`src/rtl/gnw_pkg.sv`:
```
// Shared definitions for the gnw_core SDRAM image path: address and word
// widths, the download state encoding and the word-to-byte address helper.
package gnw_pkg;

    localparam int SDRAM_AW = 25;
    localparam int WORD_W   = 16;

    typedef enum logic [1:0] {
        ST_IDLE  = 2'd0,
        ST_LOAD  = 2'd1,
        ST_FLUSH = 2'd2
    } state_t;

    // Word index to even byte address, offset by base, wrapping modulo 2^25.
    function automatic logic [SDRAM_AW-1:0] word_byte_addr(
        input logic [SDRAM_AW-1:0] base,
        input logic [SDRAM_AW-2:0] word
    );
        return base + {word, 1'b0};
    endfunction

endpackage

```
`src/rtl/ioctl_sdram_writer_if.sv`:
```
// Bundle of the ioctl download stream and the SDRAM single-word write port.
// The writer is the slave modport; the host/controller side is the master.
interface ioctl_sdram_writer_if;
    import gnw_pkg::*;

    logic                ioctl_download;
    logic                ioctl_wr;
    logic [SDRAM_AW-1:0] ioctl_addr;
    logic [7:0]          ioctl_dout;
    logic                ioctl_wait;

    logic                sdram_wr_req;
    logic [SDRAM_AW-1:0] sdram_wr_addr;
    logic [WORD_W-1:0]   sdram_wr_data;
    logic [1:0]          sdram_wr_be;
    logic                sdram_wr_ack;

    modport slave (
        input  ioctl_download, ioctl_wr, ioctl_addr, ioctl_dout, sdram_wr_ack,
        output ioctl_wait, sdram_wr_req, sdram_wr_addr, sdram_wr_data, sdram_wr_be
    );

    modport master (
        output ioctl_download, ioctl_wr, ioctl_addr, ioctl_dout, sdram_wr_ack,
        input  ioctl_wait, sdram_wr_req, sdram_wr_addr, sdram_wr_data, sdram_wr_be
    );

endinterface

```
`src/rtl/ioctl_sdram_writer.sv`:
```
// Packs the ioctl byte stream into 16-bit little-endian words and issues
// single-word SDRAM write requests, stalling the host through ioctl_wait.
module ioctl_sdram_writer
    import gnw_pkg::*;
#(
    parameter logic [SDRAM_AW-1:0] BASE = 25'h0000000
) (
    input  logic                 clk_sys,
    input  logic                 reset,
    ioctl_sdram_writer_if.slave  bus,
    output logic                 done,
    output logic                 overrun,
    output logic [23:0]          words
);

    state_t state, state_next;
    logic   dl_q;

    logic [SDRAM_AW-2:0] asm_word, asm_word_n;
    logic [WORD_W-1:0]   asm_data, asm_data_n;
    logic [1:0]          asm_be, asm_be_n;
    logic                asm_valid, asm_valid_n;

    logic                slot_valid, slot_valid_n;
    logic [SDRAM_AW-1:0] slot_addr, slot_addr_n;
    logic [WORD_W-1:0]   slot_data, slot_data_n;
    logic [1:0]          slot_be, slot_be_n;

    logic                wait_q;
    logic                done_n;
    logic                overrun_n;
    logic [23:0]         words_n;

    logic                dl_rise;
    logic                dl_fall;
    logic                strobe;
    logic                ack;
    logic                flushing;

    logic [SDRAM_AW-2:0] new_word;
    logic [WORD_W-1:0]   base_data;
    logic [1:0]          base_be;
    logic [WORD_W-1:0]   merged_data;
    logic [1:0]          merged_be;

    assign dl_rise  = bus.ioctl_download & ~dl_q;
    assign dl_fall  = ~bus.ioctl_download & dl_q;
    assign strobe   = bus.ioctl_wr & bus.ioctl_download & (state == ST_LOAD);
    assign ack      = bus.sdram_wr_ack & slot_valid;
    assign flushing = (state == ST_FLUSH) | ((state == ST_LOAD) & dl_fall);

    always_comb begin
        state_next   = state;
        asm_word_n   = asm_word;
        asm_data_n   = asm_data;
        asm_be_n     = asm_be;
        asm_valid_n  = asm_valid;
        slot_valid_n = slot_valid;
        slot_addr_n  = slot_addr;
        slot_data_n  = slot_data;
        slot_be_n    = slot_be;
        done_n       = 1'b0;
        overrun_n    = overrun;
        words_n      = words;
        new_word     = bus.ioctl_addr[SDRAM_AW-1:1];
        base_data    = asm_valid ? asm_data : '0;
        base_be      = asm_valid ? asm_be : 2'b00;
        merged_data  = '0;
        merged_be    = 2'b00;

        if (ack) begin
            slot_valid_n = 1'b0;
            words_n      = words + 24'd1;
        end

        if (dl_rise) begin
            words_n     = '0;
            overrun_n   = 1'b0;
            asm_valid_n = 1'b0;
            asm_data_n  = '0;
            asm_be_n    = 2'b00;
        end

        case (state)
            ST_IDLE: begin
                if (dl_rise) begin
                    state_next = ST_LOAD;
                end
            end
            ST_LOAD: begin
                if (dl_fall) begin
                    state_next = ST_FLUSH;
                end else if (strobe) begin
                    // A busy slot includes the acknowledge cycle: the host saw ioctl_wait high.
                    if (slot_valid) begin
                        overrun_n = 1'b1;
                    end else begin
                        if (asm_valid && (new_word != asm_word)) begin
                            slot_valid_n = 1'b1;
                            slot_addr_n  = word_byte_addr(BASE, asm_word);
                            slot_data_n  = asm_data;
                            slot_be_n    = asm_be;
                            base_data    = '0;
                            base_be      = 2'b00;
                        end
                        merged_data = base_data;
                        if (bus.ioctl_addr[0]) begin
                            merged_data[15:8] = bus.ioctl_dout;
                        end else begin
                            merged_data[7:0] = bus.ioctl_dout;
                        end
                        merged_be = base_be | (bus.ioctl_addr[0] ? 2'b10 : 2'b01);
                        if (merged_be == 2'b11) begin
                            slot_valid_n = 1'b1;
                            slot_addr_n  = word_byte_addr(BASE, new_word);
                            slot_data_n  = merged_data;
                            slot_be_n    = merged_be;
                            asm_valid_n  = 1'b0;
                            asm_data_n   = '0;
                            asm_be_n     = 2'b00;
                        end else begin
                            asm_valid_n = 1'b1;
                            asm_word_n  = new_word;
                            asm_data_n  = merged_data;
                            asm_be_n    = merged_be;
                        end
                    end
                end
            end
            ST_FLUSH: begin
                if (done) begin
                    state_next = ST_IDLE;
                end
            end
            default: begin
                state_next = ST_IDLE;
            end
        endcase

        // The leftover partial word waits for a free slot; done follows its acknowledge.
        if (flushing) begin
            if (asm_valid && !slot_valid) begin
                slot_valid_n = 1'b1;
                slot_addr_n  = word_byte_addr(BASE, asm_word);
                slot_data_n  = asm_data;
                slot_be_n    = asm_be;
                asm_valid_n  = 1'b0;
                asm_data_n   = '0;
                asm_be_n     = 2'b00;
            end else if (!asm_valid && (!slot_valid || ack) && !done) begin
                done_n = 1'b1;
            end
        end
    end

    always_ff @(posedge clk_sys) begin
        if (reset) begin
            state      <= ST_IDLE;
            dl_q       <= 1'b0;
            asm_word   <= '0;
            asm_data   <= '0;
            asm_be     <= 2'b00;
            asm_valid  <= 1'b0;
            slot_valid <= 1'b0;
            slot_addr  <= '0;
            slot_data  <= '0;
            slot_be    <= 2'b00;
            wait_q     <= 1'b0;
            done       <= 1'b0;
            overrun    <= 1'b0;
            words      <= '0;
        end else begin
            state      <= state_next;
            dl_q       <= bus.ioctl_download;
            asm_word   <= asm_word_n;
            asm_data   <= asm_data_n;
            asm_be     <= asm_be_n;
            asm_valid  <= asm_valid_n;
            slot_valid <= slot_valid_n;
            slot_addr  <= slot_addr_n;
            slot_data  <= slot_data_n;
            slot_be    <= slot_be_n;
            wait_q     <= slot_valid_n;
            done       <= done_n;
            overrun    <= overrun_n;
            words      <= words_n;
        end
    end

    assign bus.ioctl_wait    = wait_q;
    assign bus.sdram_wr_req  = slot_valid;
    assign bus.sdram_wr_addr = slot_addr;
    assign bus.sdram_wr_data = slot_data;
    assign bus.sdram_wr_be   = slot_be;

endmodule

```
`src/flat_wrapper.sv`:
```
// flat-port wrapper written by rule: the top's interface ports become plain ports
module ioctl_sdram_writer_flat import gnw_pkg::*;
#(
    parameter logic [SDRAM_AW-1:0] BASE = 25'h0000000
)
  (clk_sys, reset, done, overrun, words, bus_ioctl_download, bus_ioctl_wr, bus_ioctl_addr, bus_ioctl_dout, bus_sdram_wr_ack, bus_ioctl_wait, bus_sdram_wr_req, bus_sdram_wr_addr, bus_sdram_wr_data, bus_sdram_wr_be);
  ioctl_sdram_writer_if bus_i ();
  input  logic clk_sys;
  input  logic reset;
  output logic done;
  output logic overrun;
  output logic [23:0] words;
  input wire logic [$bits(bus_i.ioctl_download)-1:0] bus_ioctl_download;
  input wire logic [$bits(bus_i.ioctl_wr)-1:0] bus_ioctl_wr;
  input wire logic [$bits(bus_i.ioctl_addr)-1:0] bus_ioctl_addr;
  input wire logic [$bits(bus_i.ioctl_dout)-1:0] bus_ioctl_dout;
  input wire logic [$bits(bus_i.sdram_wr_ack)-1:0] bus_sdram_wr_ack;
  output wire logic [$bits(bus_i.ioctl_wait)-1:0] bus_ioctl_wait;
  output wire logic [$bits(bus_i.sdram_wr_req)-1:0] bus_sdram_wr_req;
  output wire logic [$bits(bus_i.sdram_wr_addr)-1:0] bus_sdram_wr_addr;
  output wire logic [$bits(bus_i.sdram_wr_data)-1:0] bus_sdram_wr_data;
  output wire logic [$bits(bus_i.sdram_wr_be)-1:0] bus_sdram_wr_be;
  assign bus_i.ioctl_download = bus_ioctl_download;
  assign bus_i.ioctl_wr = bus_ioctl_wr;
  assign bus_i.ioctl_addr = bus_ioctl_addr;
  assign bus_i.ioctl_dout = bus_ioctl_dout;
  assign bus_i.sdram_wr_ack = bus_sdram_wr_ack;
  assign bus_ioctl_wait = bus_i.ioctl_wait;
  assign bus_sdram_wr_req = bus_i.sdram_wr_req;
  assign bus_sdram_wr_addr = bus_i.sdram_wr_addr;
  assign bus_sdram_wr_data = bus_i.sdram_wr_data;
  assign bus_sdram_wr_be = bus_i.sdram_wr_be;
  ioctl_sdram_writer #(.BASE(BASE)) u_core (.clk_sys(clk_sys), .reset(reset), .bus(bus_i), .done(done), .overrun(overrun), .words(words));
endmodule
```
`config.mk`:
```
export PLATFORM = sky130hd
export DESIGN_NAME = ioctl_sdram_writer_flat
export DESIGN_NICKNAME = d
export VERILOG_FILES = /design/src/rtl/gnw_pkg.sv /design/src/rtl/ioctl_sdram_writer_if.sv /design/src/rtl/ioctl_sdram_writer.sv /design/src/flat_wrapper.sv
export SDC_FILE = /design/constraint.sdc
export NUM_CORES = 1
export LEC_CHECK = 0
export BUFFER_PORTS_ARGS = -buffer_cell sky130_fd_sc_hd__buf_2
export CORE_UTILIZATION = 56
export CTS_BUF_LIST = sky130_fd_sc_hd__clkbuf_2 sky130_fd_sc_hd__clkbuf_4 sky130_fd_sc_hd__clkbuf_8
export DETAILED_ROUTE_END_ITERATION = 10
export HOLD_SLACK_MARGIN = 0.12
export PLACE_DENSITY_LB_ADDON = 0.08
export SYNTH_ARGS = -nofsm -noshare
export SYNTH_HDL_FRONTEND = slang
export SYNTH_SLANG_ARGS = --single-unit
```
`constraint.sdc`:
```
create_clock -name clk_sys -period 2.5 [get_ports clk_sys]
set_input_delay 0.25 -clock clk_sys [delete_from_list [all_inputs] [get_ports clk_sys]]
set_output_delay 0.25 -clock clk_sys [all_outputs]
set_load 0.05 [all_outputs]
```
After elaboration in Yosys (flattened, before gate mapping)
Index checks and enable logic that the tools add are counted.
- word-level logic and storage cells: 126
- flip-flop bits (word level): 116
- input port bits: 38
- output and inout port bits: 71
- mux-type cells: 78
- add/subtract/negate cells: 1
- reductions and logical operators: 13
- equal/unequal tests: 7
- bitwise operators: 14
- operators by type and width (kind ; count):
    16-bit 2-to-1 mux ; 18
    25-bit 2-to-1 mux ; 8
    2-bit 2-to-1 mux ; 26
    24-bit by 1-bit adder with 24-bit output (second input constant) ; 1
    24-bit != test ; 1
    1-bit 2-to-1 mux ; 23
    8-bit 2-to-1 mux ; 2
    1-bit bitwise AND ; 6
    2-bit by 1-bit != test with 1-bit output (second input constant) ; 3
    1-bit inverter ; 6
    2-bit case mux with 3 select lines ; 1
    5-bit AND reduction ; 1
    2-bit equality test (second input constant) ; 2
    1-bit logical AND ; 4
    1-bit logical NOT ; 3
    3-bit AND reduction ; 1
    3-bit OR reduction ; 1
    2-bit by 1-bit equality test with 1-bit output (second input constant) ; 1
    2-bit logical NOT ; 1
    2-bit bitwise OR ; 1
    2-bit OR reduction ; 1
    1-bit logical OR ; 1
    1-bit bitwise OR ; 1

Longest topological paths before layout
- depth after elaboration: 16
- gate-level depth with buffers: 8
- depth with buffers taken out: 6

Least setup slack after synthesis
Ideal clock, no wire load.
- kind: register to register
- from: reg u_core.slot_valid (netlist: u_core.bus.sdram_wr_req)
- to: reg u_core.words[23]
- period minus slack after synthesis: 2.252 ns
- stages on the path, launching flop included: 8
- data required time: 2.372 ns
- arrival: 2.124 ns
- path slack: 0.248 ns
- setup time: 0.128 ns
- buffers on the path: 1
- cells stage by stage: dfxtp_1 -> buf_2 -> nand3_1 -> nor4_1 -> and3_1 -> nand4_1 -> xor2_1 -> nor2_1
- longest elaborated chain between the ends: 1
- RTL lines (element ; line ; source):
    from (decl) ; ioctl_sdram_writer.sv:24 ; logic slot_valid, slot_valid_n;
    from (signal assigned) ; ioctl_sdram_writer.sv:179 ; slot_valid <= slot_valid_n;
    1-bit bitwise AND ; ioctl_sdram_writer.sv:49 ; assign ack = bus.sdram_wr_ack & slot_valid;
    to (signal assigned) ; ioctl_sdram_writer.sv:186 ; words <= words_n;
    to (decl) ; ioctl_sdram_writer.sv:13 ; output logic [23:0] words
No other way between the ends.
A chain may end at the register's enable or synchronous reset.

Worst setup path in the final report
- from: in bus_ioctl_addr[22]
- to: reg u_core.slot_addr[20] (netlist: u_core.bus.sdram_wr_addr[20])
- longest elaborated chain between the ends: 16
- elaborated cells on any way between the ends: 17
- those cells by class: 2 x eq/ne; 13 x mux; 1 x bitwise; 1 x reduce/logical
- RTL lines (element ; line ; source):
    from (decl) ; flat_wrapper.sv:15 ; input wire logic [$bits(bus_i.ioctl_addr)-1:0] bus_ioctl_addr;
    24-bit != test * ; ioctl_sdram_writer.sv:98 ; if (asm_valid && (new_word != asm_word)) begin
    1-bit logical AND * ; ioctl_sdram_writer.sv:98 ;
    2-bit 2-to-1 mux ; ioctl_sdram_writer.sv:98 ;
    2-bit 2-to-1 mux ; ioctl_sdram_writer.sv:95 ; if (slot_valid) begin
    2-bit 2-to-1 mux ; ioctl_sdram_writer.sv:93 ; end else if (strobe) begin
    2-bit 2-to-1 mux ; ioctl_sdram_writer.sv:91 ; if (dl_fall) begin
    2-bit 2-to-1 mux ; ioctl_sdram_writer.sv:84 ; case (state)
    2-bit bitwise OR ; ioctl_sdram_writer.sv:112 ; merged_be = base_be | (bus.ioctl_addr[0] ? 2'b10 : 2'b01);
    2-bit equality test ; ioctl_sdram_writer.sv:113 ; if (merged_be == 2'b11) begin
    25-bit 2-to-1 mux * ; ioctl_sdram_writer.sv:113 ;
    25-bit 2-to-1 mux * ; ioctl_sdram_writer.sv:95 ;
    25-bit 2-to-1 mux * ; ioctl_sdram_writer.sv:93 ;
    25-bit 2-to-1 mux * ; ioctl_sdram_writer.sv:91 ;
    25-bit 2-to-1 mux * ; ioctl_sdram_writer.sv:84 ;
    25-bit 2-to-1 mux ; ioctl_sdram_writer.sv:142 ; if (asm_valid && !slot_valid) begin
    25-bit 2-to-1 mux * ; ioctl_sdram_writer.sv:141 ; if (flushing) begin
    to (signal assigned) ; ioctl_sdram_writer.sv:180 ; slot_addr <= slot_addr_n;
    to (decl) ; ioctl_sdram_writer.sv:25 ; logic [SDRAM_AW-1:0] slot_addr, slot_addr_n;
Every way passes the cells marked *; elsewhere a longest branch is shown, timed or not. The select of a mux whose other input is x is not followed.

==> metrics.csv <==
stage,metric,value,unit
floorplanning,core_area,8720,um2
worst_hold_path,min_from,bus_sdram_wr_ack,
worst_setup_path,critPathKind,input pin to register,
worst_setup_path,worstPathArrival,2.73,ns
placed_design,dpl.hpwl,8460,um
clock_tree,htree_levels,4,
detailed_routing,drt-total-wl,13100,um
detailed_routing,vias,4838,
finish,layout-drive-gt1-share,0.236,
sta,rsz0062_at_grt,false,
job,cap_violations,0,
pwr,total_leakage_power,2.61,nW
floorplanning,rows,34,
pwr,finalPower,0.00398,W
detailed_routing,via_per_inst,5.65,
clock_tree,clk_latency,0.43,ns
detailed_routing,wl_per_cell,15.2,um
floorplanning,die_y,97.0,um
detailed_routing,firstDrtPassIters,5,
synth,synth.distinct_cells,57,
sta,fmax,419,MHz
worst_setup_path,timing.rr.end,u_core.bus.sdram_wr_addr[20],
synth,syn_area,5050,um2
clock_tree,post_cts_buffers,0,
worst_setup_path,required,2.84,ns
finish,area_growth,28.3,%
global_route,grt_overflow_total,0,
pwr,ir_worst_vdd,0.000458,V
clock_tree,clockRootBuffer,clkbuf_8,
worst_setup_path,cp-startpoint,bus_ioctl_addr[22],
detailed_routing,drt_iter0_drc,233,
sta,hold_viol_final,0,
worst_hold_path,hold_depth,3,
worst_setup_path,crit_fanout,24,
sta,relSlewSlack,0.402,
pwr,p_per_area,613,nW/um2
clock_tree,cts_buffer_depth,2,
worst_setup_path,rr_startpoint,u_core.asm_word[21],
synth,synth-seq-area-share,0.460,
global_route,grtUsageTotal,0.283,
worst_setup_path,end_kind,register,
worst_setup_path,startpoint_type,input pin,
synth,yosysTopAreaCell,dfxtp_1,
global_route,grt_pass1_vias,4612,
finish,nets,775,
worst_setup_path,reg2reg_slack,0.23,ns
synth,synth_flop_cell,dfxtp_1,
clock_tree,clkTransAtPathRegs,0.07,ns
synth,async_flop_share,0,
floorplanning,initial_utilization,0.579,
worst_hold_path,hp-class,input pin to register,
synth,ys_ff_latch,116,
synth,yosys-top-cells-area,"dfxtp_1 (46%), nand2_1 (8.3%), a21oi_1 (6.9%)",
floorplanning,die_w,97.0,um
sta,period_minus_slack,2.39,ns
worst_setup_path,reg2reg_depth,8,
detailed_routing,drc,0,
synth,netlist.area_leader.share,0.460,
synth,syn_avg_cell_area,8.57,um2
sta,maxSlewViolCount,0,
global_route,grt_pass1_wl,21700,um
status,status,"complete, no violations",
sta,tightest_slew,0.897,ns
sta,finalSetupTns,0,ns
sta,finClkSkew,0.0157,ns
synth,ys_warn_count,0,
synth,synth_edf_count,0,
synth,synthCells,590,
finish,nFillCells,664,
global_route,grt_start_max_net_pins,54,
clock_tree,tritoncts,yes,
clock_tree,clock_sinks,116,
placed_design,io_buffer_count,108,
floorplanning,die-area,9410,um2
worst_hold_path,min_to,u_core.words[1],
sta,setup_viol,0,
clock_tree,cts_inserted_buffers,17,
global_route,antenna_found_initial,0,
finish,num_antenna_cells,0,
placed_design,gp_congestion,0.860,
synth,yosysMostFrequentCell,dfxtp_1,
detailed_routing,ant_nets,0,
synth,syn_nets,629,
synth,netlist_top_cells_count,"dfxtp_1 (116), nand2_1 (112), a21oi_1 (70)",
sta,fin_crit_sh,0.954,
floorplanning,io_pins,109,
## per-layer routing
metal,up-vias,global-route usage,part of all wire
li1,2375,-,-
met1,2265,0.353,0.43
met3,24,0.0621,0.058
met2,174,0.479,0.50
met4,0,0.103,0.017
met5,-,0,0
## placed cells by master (no fill, tap or decap), types with 3 or more instances in the layout
cell type	n
dfxtp_1	116
nand2_1	112
buf_2	108
a21oi_1	70
nor2_1	51
dlygate4sd3_1	33
xor2_1	30
clkbuf_8	18
nand4_1	17
buf_4	16
xnor2_1	15
a22o_1	15
inv_1	11
nand3_1	10
and2_1	8
a32o_1	8
a221o_1	7
nor4_1	6
nor3_1	6
o21ai_0	6
and3_1	5
a31oi_1	5
clkinvlp_4	5
nand2b_1	4
nor4_2	4
o21ai_1	4
o32ai_1	4
inv_6	4
nor2b_1	3
and4_1	3
nor2_2	3
a221oi_1	3
bufinv_16	3
## how the worst max path moves through the flow
stage	slack, ns	cells past startpoint	end
after global placement	0.29	8	u_core.bus.sdram_wr_data[14]
final	0.11	10	u_core.bus.sdram_wr_addr[20]
after floorplan	0.25	7	u_core.words[23]
after CTS	0.12	9	u_core.bus.sdram_wr_data[8]
after detailed placement	0.23	8	u_core.asm_word[20]
after global routing	0.004	8	u_core.bus.sdram_wr_data[12]
## report_power, final
group	internal, W	switching [W]
combinational	0.000107	0.000145
sequential	0.00186	0.0000152
clock	0.00102	0.000821
total	0.00299	0.000981
## through the flow
step / hold WS (ns) / instance area [um2] / std cells / utilization / worst slack (ns)
after floorplan: 0.376 / 5050 / 590 / - / 0.248
after global placement: 0.433 / 5730 / 792 / 0.657 / 0.293
after detailed placement: 0.441 / 5730 / 792 / 0.657 / 0.228
after CTS: 0.122 / 6480 / 857 / 0.743 / 0.118
after global routing: 0.172 / 6480 / 857 / 0.743 / 0.00431
final: 0.142 / 6480 / 857 / 0.743 / 0.115
## state kept, by name, indices dropped and copies added (netlist names)
register and count:
u_core.asm_be 2, u_core.asm_data 16, u_core.asm_valid 1, u_core.asm_word 24
u_core.bus.sdram_wr_addr 25, u_core.bus.sdram_wr_be 2, u_core.bus.sdram_wr_data 16, u_core.bus.sdram_wr_req 1
u_core.dl_q 1, u_core.done 1, u_core.overrun 1, u_core.state 2
u_core.words 24
## area by class of cell
type | count | area, um2 | share of cell area
clock buffers | 18 | 248 | 0.0382
clock inverters | 14 | 176 | 0.0272
inverters | 11 | 41.3 | 0.00637
multi-input cells | 431 | 2530 | 0.390
flip-flops and latches | 116 | 2320 | 0.358
well taps | 108 | 135 | 0.0208
repair buffers | 159 | 1030 | 0.159
## repair_timing
action	4_1_cts	5_1_grt
endpoints found under the setup margin	0	6
endpoints found under the hold margin	40	0
gates resized for setup	0	2
hold buffers	33	0
## worst max-delay path: stages
cell and delay, ns:
dlygate4sd3_1 0.53, buf_2 0.13, xor2_1 0.14, nor4_2 0.41, and4_2 0.40, buf_4 0.19, a21o_1 0.11, buf_4 0.25
nand2_1 0.11, a21oi_1 0.17
## cells by family after synthesis
kind of cell,share of synthesized area
xor gates and xnor gates,0.0780
adders and majority gates,0.00248
and+or+nand+nor,0.232
DFF,0.460
buffers and inverters,0.0404
AOI/OAI and AO/OA,0.187
(Power assumes the default switching activity.)
